===== src/rtl/midi_message_parser_pkg.sv =====
// Shared MIDI definitions: message/state enums, status-class codes,
// system byte values and the UART baud rate used upstream.
package midi_message_parser_pkg;

    localparam int BAUD_RATE = 31250;

    typedef enum logic [1:0] {
        MSG_NOTE_OFF       = 2'd0,
        MSG_NOTE_ON        = 2'd1,
        MSG_CONTROL_CHANGE = 2'd2,
        MSG_PITCH_BEND     = 2'd3
    } midi_msg_t;

    typedef enum logic [1:0] {
        ST_IDLE    = 2'd0,
        ST_WAIT_D1 = 2'd1,
        ST_WAIT_D2 = 2'd2,
        ST_SYSEX   = 2'd3
    } parse_state_t;

    // Upper nibble of a channel status byte
    localparam logic [3:0] CLS_NOTE_OFF = 4'h8;
    localparam logic [3:0] CLS_NOTE_ON  = 4'h9;
    localparam logic [3:0] CLS_POLY_AT  = 4'hA;
    localparam logic [3:0] CLS_CC       = 4'hB;
    localparam logic [3:0] CLS_PROG     = 4'hC;
    localparam logic [3:0] CLS_CHAN_AT  = 4'hD;
    localparam logic [3:0] CLS_PITCH    = 4'hE;

    localparam logic [7:0] SYSEX_START  = 8'hF0;
    localparam logic [7:0] SYSEX_END    = 8'hF7;
    localparam logic [7:0] REALTIME_MIN = 8'hF8;

endpackage


===== src/rtl/midi_byte_classifier.sv =====
// Combinational classification of one received MIDI byte.
// Ports: byte_in -> is_status, is_realtime, is_channel, is_sysex_start,
//        is_sysex_end, len_one (Cx/Dx carry a single data byte).
module midi_byte_classifier
    import midi_message_parser_pkg::*;
(
    input  logic [7:0] byte_in,
    output logic       is_status,
    output logic       is_realtime,
    output logic       is_channel,
    output logic       is_sysex_start,
    output logic       is_sysex_end,
    output logic       len_one
);

    assign is_status      = byte_in[7];
    assign is_realtime    = byte_in >= REALTIME_MIN;
    assign is_channel     = byte_in[7] && (byte_in[7:4] != 4'hF);
    assign is_sysex_start = byte_in == SYSEX_START;
    assign is_sysex_end   = byte_in == SYSEX_END;
    assign len_one        = (byte_in[7:4] == CLS_PROG) ||
                            (byte_in[7:4] == CLS_CHAN_AT);

endmodule


===== src/rtl/midi_message_parser.sv =====
// Byte-level MIDI channel-voice parser with running status.
// Ports: clock_50_000_000, reset (sync, active-high), data_in/data_in_ready
//        in; message_valid/type/channel/data1/data2, framing_error,
//        midi_info (6 debug nibbles), midi_info_en out. All outputs registered.
module midi_message_parser
    import midi_message_parser_pkg::*;
#(
    parameter int         BYTE_WIDTH        = 8,
    parameter bit         CHANNEL_FILTER_EN = 1'b0,
    parameter logic [3:0] CHANNEL           = 4'd0
) (
    input  logic                  clock_50_000_000,
    input  logic                  reset,
    input  logic [BYTE_WIDTH-1:0] data_in,
    input  logic                  data_in_ready,
    output logic                  message_valid,
    output logic [1:0]            message_type,
    output logic [3:0]            message_channel,
    output logic [6:0]            message_data1,
    output logic [6:0]            message_data2,
    output logic                  framing_error,
    output logic [5:0][3:0]       midi_info,
    output logic [5:0]            midi_info_en
);

    parse_state_t state;
    logic [7:0]   running_status;
    logic         len_one_q;
    logic [6:0]   data1_q;

    logic [7:0]   b;
    logic         is_status;
    logic         is_realtime;
    logic         is_channel;
    logic         is_sysex_start;
    logic         is_sysex_end;
    logic         len_one;

    assign b = data_in[7:0];

    midi_byte_classifier u_classifier (
        .byte_in        (b),
        .is_status      (is_status),
        .is_realtime    (is_realtime),
        .is_channel     (is_channel),
        .is_sysex_start (is_sysex_start),
        .is_sysex_end   (is_sysex_end),
        .len_one        (len_one)
    );

    midi_msg_t  emit_type;
    logic       emit_supported;
    logic       channel_ok;
    logic [6:0] emit_d2;

    always_comb begin
        emit_type      = MSG_NOTE_OFF;
        emit_supported = 1'b0;
        emit_d2        = b[6:0];
        unique case (1'b1)
            running_status[7:4] == CLS_NOTE_OFF: begin
                emit_supported = 1'b1;
            end
            running_status[7:4] == CLS_NOTE_ON: begin
                emit_supported = 1'b1;
                // Velocity 0 is a note-off in disguise
                emit_type = (b[6:0] == 7'd0) ? MSG_NOTE_OFF : MSG_NOTE_ON;
            end
            running_status[7:4] == CLS_CC: begin
                emit_supported = 1'b1;
                emit_type      = MSG_CONTROL_CHANGE;
            end
            running_status[7:4] == CLS_PITCH: begin
                emit_supported = 1'b1;
                emit_type      = MSG_PITCH_BEND;
            end
            default: begin
                emit_supported = 1'b0;
            end
        endcase
    end

    assign channel_ok = !CHANNEL_FILTER_EN ||
                        (running_status[3:0] == CHANNEL);

    always_ff @(posedge clock_50_000_000) begin
        message_valid <= 1'b0;
        framing_error <= 1'b0;
        if (reset) begin
            state           <= ST_IDLE;
            running_status  <= 8'd0;
            len_one_q       <= 1'b0;
            data1_q         <= 7'd0;
            message_type    <= 2'd0;
            message_channel <= 4'd0;
            message_data1   <= 7'd0;
            message_data2   <= 7'd0;
            midi_info       <= '0;
            midi_info_en    <= 6'd0;
        end else if (data_in_ready && !is_realtime) begin
            if (is_status) begin
                // Only WAIT_D2 can hold a partially received message
                if (state == ST_WAIT_D2) begin
                    framing_error <= 1'b1;
                end
                if (is_channel) begin
                    running_status <= b;
                    len_one_q      <= len_one;
                    state          <= ST_WAIT_D1;
                end else if (is_sysex_start) begin
                    running_status <= 8'd0;
                    state          <= ST_SYSEX;
                end else if (is_sysex_end) begin
                    running_status <= 8'd0;
                    state          <= ST_IDLE;
                end else begin
                    running_status <= 8'd0;
                    state          <= ST_IDLE;
                end
            end else begin
                unique case (state)
                    ST_WAIT_D1: begin
                        data1_q <= b[6:0];
                        // One-byte messages complete here but are not emitted
                        if (!len_one_q) begin
                            state <= ST_WAIT_D2;
                        end
                    end
                    ST_WAIT_D2: begin
                        state <= ST_WAIT_D1;
                        if (emit_supported && channel_ok) begin
                            message_valid   <= 1'b1;
                            message_type    <= emit_type;
                            message_channel <= running_status[3:0];
                            message_data1   <= data1_q;
                            message_data2   <= emit_d2;
                            midi_info       <= {running_status,
                                                1'b0, data1_q,
                                                1'b0, emit_d2};
                            midi_info_en    <= 6'b111111;
                        end
                    end
                    default: begin
                        state <= state;
                    end
                endcase
            end
        end
    end

endmodule


===== config.mk =====
export PLATFORM = sky130hd
export DESIGN_NAME = midi_message_parser
export DESIGN_NICKNAME = d
export VERILOG_FILES = /design/src/rtl/midi_message_parser_pkg.sv /design/src/rtl/midi_byte_classifier.sv /design/src/rtl/midi_message_parser.sv
export SDC_FILE = /design/constraint.sdc
export NUM_CORES = 1
export LEC_CHECK = 0
export ABC_AREA = 1
export CAP_MARGIN = 30
export CORE_MARGIN = 1
export CORE_UTILIZATION = 50
export DETAILED_ROUTE_END_ITERATION = 6
export PLACE_DENSITY = 0.85
export SYNTH_ARGS = -nofsm -noshare
export SYNTH_HDL_FRONTEND = slang
export SYNTH_SLANG_ARGS = --single-unit
export TNS_END_PERCENT = 30

===== constraint.sdc =====
create_clock -name clock_50_000_000 -period 2.65 [get_ports clock_50_000_000]
set_input_delay 0.53 -clock clock_50_000_000 [delete_from_list [all_inputs] [get_ports clock_50_000_000]]
set_output_delay 0.53 -clock clock_50_000_000 [all_outputs]
set_load 0.02 [all_outputs]

==> After elaboration in Yosys (flattened, before gate mapping) <==
Index checks and enable logic that the tools add are counted.
{ "word_totals": {"mem_bits_ro": 0, "n_memories": 0, "word_cells": 56, "ramBits": 0, "latch_bits": 0, "regBits": 59, "out_inout_bits": 52} }
{ "op_classes": {"reduce_logical": 14, "magnitude_cmp": 1, "mul": 0, "shifts": 0, "bitwise": 3, "eq_ne": 11, "add_sub_neg": 0, "n_mux": 11, "div_mod_pow": 0} }
{ "ops": {"columns": ["operator", "n"], "rows": [
  ["4-bit equality test (second input constant)", 6],
  ["3-bit AND reduction", 3],
  ["8-bit equality test (second input constant)", 1],
  ["8-bit greater-or-equal comparator (second input constant)", 1],
  ["2-bit 2-to-1 mux", 4],
  ["8-bit 2-to-1 mux", 1],
  ["4-bit OR reduction", 2],
  ["7-bit logical NOT", 1],
  ["2-bit case mux with 3 select lines", 1],
  ["1-bit 2-to-1 mux", 4],
  ["4-bit inequality test (second input constant)", 1],
  ["2-bit case mux with 2 select lines", 1],
  ["4-bit AND reduction", 1],
  ["3-bit inequality test (second input constant)", 1],
  ["1-bit NOT", 3],
  ["3-bit nonzero test", 1],
  ["3-bit OR reduction", 1],
  ["2-bit by 1-bit equality test with 1-bit output (second input constant)", 1],
  ["2-bit equality test (second input constant)", 1],
  ["1-bit logical AND", 2],
  ["2-bit AND reduction", 1],
  ["1-bit logical NOT", 1],
  ["1-bit logical OR", 1]
]} }

==> Logic depth before layout (Yosys ltp) <==
{ "depth": {"ltp_word": 5, "mapped_depth": 12} }

==> Hierarchy <==
A second synthesis with hierarchy kept.
{ "hier_totals": {"cells_unflattened": 304, "hier_area_um2": 2220.9} }
{ "by_module_without_submodules": {"columns": ["mod", "cells_each", "instances", "area_each_um2"], "rows": [
  ["midi_message_parser", 284, 1, 2133.3],
  ["midi_byte_classifier", 20, 1, 87.6]
]} }

==> Least setup slack after synthesis <==
OpenSTA, ideal clock, no wires.
{ "synth_path": {"path_type": "input-to-reg", "from": "input port data_in[5]", "to": "register message_data1[0]", "path_slack_ns": 1.230, "cell_stages": 9, "arrival_time_ns": 1.356, "cell_sequence": "nand2_1 > nor2_2 > nand2_1 > nand2_2 > nor2_1 > buf_6 > buf_2 > nor2_1 > nor2_1"} }
{ "synth_between": {"elab_chain_cells": 4} }
{ "synth_lines": {"columns": ["item", "line_no", "rtl"], "rows": [
  ["start, declared", "midi_message_parser.sv:14", "input logic [BYTE_WIDTH-1:0] data_in,"],
  ["8-bit greater-or-equal comparator", "midi_byte_classifier.sv:17", "assign is_realtime = byte_in >= REALTIME_MIN;"],
  ["1-bit logical NOT", "midi_message_parser.sv:100", "end else if (data_in_ready && !is_realtime) begin"],
  ["1-bit logical AND", "midi_message_parser.sv:100", null],
  ["4-bit AND reduction (no source line)", null, null],
  ["end signal, assigned", "midi_message_parser.sv:135", "message_data1 <= data1_q;"],
  ["end, declared", "midi_message_parser.sv:19", "output logic [6:0] message_data1,"]
]} }
No other way between the ends.
A chain may end at the register's enable or synchronous reset.

==> Final worst setup path <==
{ "layout_path": {"from": "input port data_in[7]", "to": "register running_status[1]"} }
{ "layout_between": {"elab_chain_cells": 4} }
{ "layout_lines": {"columns": ["item", "line_no", "rtl"], "rows": [
  ["8-bit greater-or-equal comparator", "midi_byte_classifier.sv:17", null],
  ["1-bit logical NOT", "midi_message_parser.sv:100", null],
  ["1-bit logical AND", "midi_message_parser.sv:100", null],
  ["2-bit AND reduction (no source line)", null, null],
  ["end signal, assigned", "midi_message_parser.sv:107", "running_status <= b;"],
  ["end signal, assigned", "midi_message_parser.sv:111", "running_status <= 8'd0;"],
  ["end signal, assigned", "midi_message_parser.sv:114", "running_status <= 8'd0;"],
  ["end, declared", "midi_message_parser.sv:27", "logic [7:0] running_status;"]
]} }
Several ways; a longest one is shown, not always the timed one.

==> impl_metrics.yaml <==
detailed_routing:
  firstDrtPassIters: 4
  num_vias: 1819
  ant_nets: 0
  vias_per_cell: 4.80
  drc: 0
  drt_iter0_drc: 80
  totalWireLength_microns: 3970
  avgRoutedWirePerCell_microns: 10.5
clocking:
  clk_latency_ps: 300
  cts_setup_buffers: 0
  cts_buffer_depth: 2
  cts_tree: "done"
  path_clk_slew_ps: 90
  postCtsHoldBufs: 0
  htreeDepth: 2
  cts_root_buffer: "clkbuf_8"
  cts_made_buffers: 5
  ctsResizeCount: 0
  cts.sink_count: 45
timing:
  clock_skew_ps: 6.93
  hold_viol: 0
  finalCritPeriodShare_pct: 77.2
  min_period_ps: 2050
  setup_tns_ps: 0
  slew_headroom_pct: 54.3
  setup_viol: 0
  worstMarginPinSlew_ps: 684
  rsz0062_at_grt: "no"
  holdWs_ps: 457
  maxSlewViolCount: 0
  max_freq_mhz: 489
synth:
  ys_types: 18
  synthCells: 295
  synth-compound-area-share_pct: 4.69
  synth.avg_cell_area_sq_um: 6.87
  synth_common_cells: "nand2_1, nor2_1, dfxtp_1"
  syn_area_sq_um: 2030
  synth-seq-area-share_pct: 44.5
  ys_warn_count: 0
  synth_top_family_by_area: "simple AND/OR/NAND/NOR gates"
  synth_enable_flop_cells: 0
  synth_mux_area_share_pct: 0
  ys_seq_elements: 45
  synthAdderAreaFrac_pct: 0
  synth_top_area_cell: "dfxtp_1"
  synthXorXnorAreaFrac_pct: 0
  ys_top_cells_by_area: "dfxtp_1, nand2_1, nor2_1"
  yosysMostFrequentCell: "nand2_1"
  ys.flop_type: "dfxtp_1"
  synthSimpleGateAreaFrac_pct: 33.1
  yosysTopAreaCellShare_pct: 44.5
  synthArstFlopShare_pct: 0
flow_run:
  drv_cap: 0
finish:
  final_util_pct: 69.2
  multi_input_area_sq_um: 781
  fin_nets: 341
  area_growth_syn_to_layout_pct: 28.8
  regArea_sq_um: 901
  antenna_cells: 0
  num-fill-cells: 318
  drive_gt1_share_pct: 4.83
global_routing:
  grt_pass1_wl_microns: 6630
  grt_usage_pct: 20.5
  overflow: 0
  grt_max_degree: 48
  antenna_found_initial: 0
  grt_pass1_vias: 1592
placement:
  place_congestion: 0.929
  dpl.hpwl_microns: 2900
  port_buffers: 60
power_and_ir_drop:
  powerDensity_nw_per_um2: 543
  internal-power_mw: 1.11
  peakVddDrop_v: 0.000304
  seq_power_share_pct: 49.3
  p_total_mw: 1.42
  leakagePower_nw: 1.02
  switching_share_pct: 21.7
  p_switching_uw: 307
  p_comb_share_pct: 8.2
  clockPowerShare_pct: 42.5
critical_path:
  crit_path_start_kind: "input pin"
  required_ps: 2880
  crit_type: "in2reg"
  crit_path_end_kind: "register"
  critical_path_peak_fanout: 12
  cp.arrival_ps: 2280
  r2r_setup_slack_ps: 1240
floorplan:
  num_io_pins: 63
  num_rows: 22
  initial_core_util_pct: 53.7
  dieArea_sq_um: 4310
  core-area_sq_um: 3770
  die_h_microns: 65.7
  fp.dieW_microns: 65.7
status:
  run_status: "complete, no violations"
hold_path:
  worstHoldPathType: "reg2reg"
-- registers in the layout, indices dropped and copies added, names as in the netlist --
| signal | count |
|---|---|
| message_data2 | 7 |
| len_one_q | 1 |
| midi_info | 8 |
| message_data1 | 7 |
| state | 2 |
| running_status | 8 |
| framing_error | 1 |
| message_type | 2 |
| message_valid | 1 |
| midi_info_en | 1 |
| data1_q | 7 |
-- area by class of cell --
type	instances	area share (%)
sequential	45	34.5
inverter	28	4.03
tap	48	2.30
timing repair buffer	62	24.1
multi-input combinational	188	29.9
clock inverter	3	2.49
clock buffer	5	2.64
-- cells in the final DEF, fill, tap and decap left out --
cell	Yosys	routed
bufinv_16	0	2
nor2b_1	1	1
clkbuf_8	0	5
dfxtp_1	45	45
nand2_4	1	1
nor3_2	1	1
inv_1	28	28
nand2_2	2	2
nor2_2	1	1
nand3_1	12	12
nor2_1	61	60
clkinv_2	0	1
nor2_4	0	1
conb_1	1	2
a21oi_1	17	17
nand2_1	84	84
clkdlybuf4s50_1	0	60
buf_4	26	1
buf_12	0	1
o21ai_0	2	2
nor3_1	4	4
-- through the flow --
step / worst slack [ps] / cell area, sq um / std cells
after global routing: 483 / 2610 / 379
after detailed placement: 336 / 2470 / 371
after global placement: 452 / 2470 / 371
after CTS: 648 / 2610 / 379
final: 605 / 2610 / 379
after floorplan: 1230 / 2030 / 296
-- path summary, 6_finish.rpt --
| path | startpoint | to | cells past startpoint |
|---|---|---|---|
| hold reg to reg | running_status[3] | running_status[3] | 2 |
| hold / removal | running_status[3] | running_status[3] | 2 |
| setup / recovery | data_in[7] | running_status[1] | 9 |
| setup reg to reg | running_status[4] | midi_info[21] | 11 |
-- cells by family (layout without fill, tap and decap cells) --
family,Yosys count,after routing
AOI/OAI and AO/OA,19,19
buffers and inverters,63,98
DFF,45,45
other,1,2
and+or+nand+nor,167,167
-- per-layer routing --
metal | part of all wire [%] | global-route usage, % | wire length [microns]
met3 | 6.3 | 5.56 | 249
met5 | 0 | 0 | 0
met2 | 47 | 35.1 | 1860
met1 | 45 | 23.0 | 1780
met4 | 2.1 | 10.9 | 85
-- power by group through the flow --
stage	Sequential, mW	Clock, mW	Combinational (mW)
2_1_floorplan	0.716	0	0.0741
3_3_place_gp	0.714	0	0.114
3_5_place_dp	0.714	0	0.116
4_1_cts	0.699	0.610	0.116
5_1_grt	0.701	0.639	0.130
6_report	0.699	0.601	0.116
-- worst max-delay path, stage by stage --
cell	delay (ps)
clkdlybuf4s50_1	610
nand2_2	100
nor2_2	160
nand2_1	80
nand2_2	100
inv_1	190
nand2_1	260
nand2_1	80
a21oi_1	150
(Power assumes the default switching activity.)
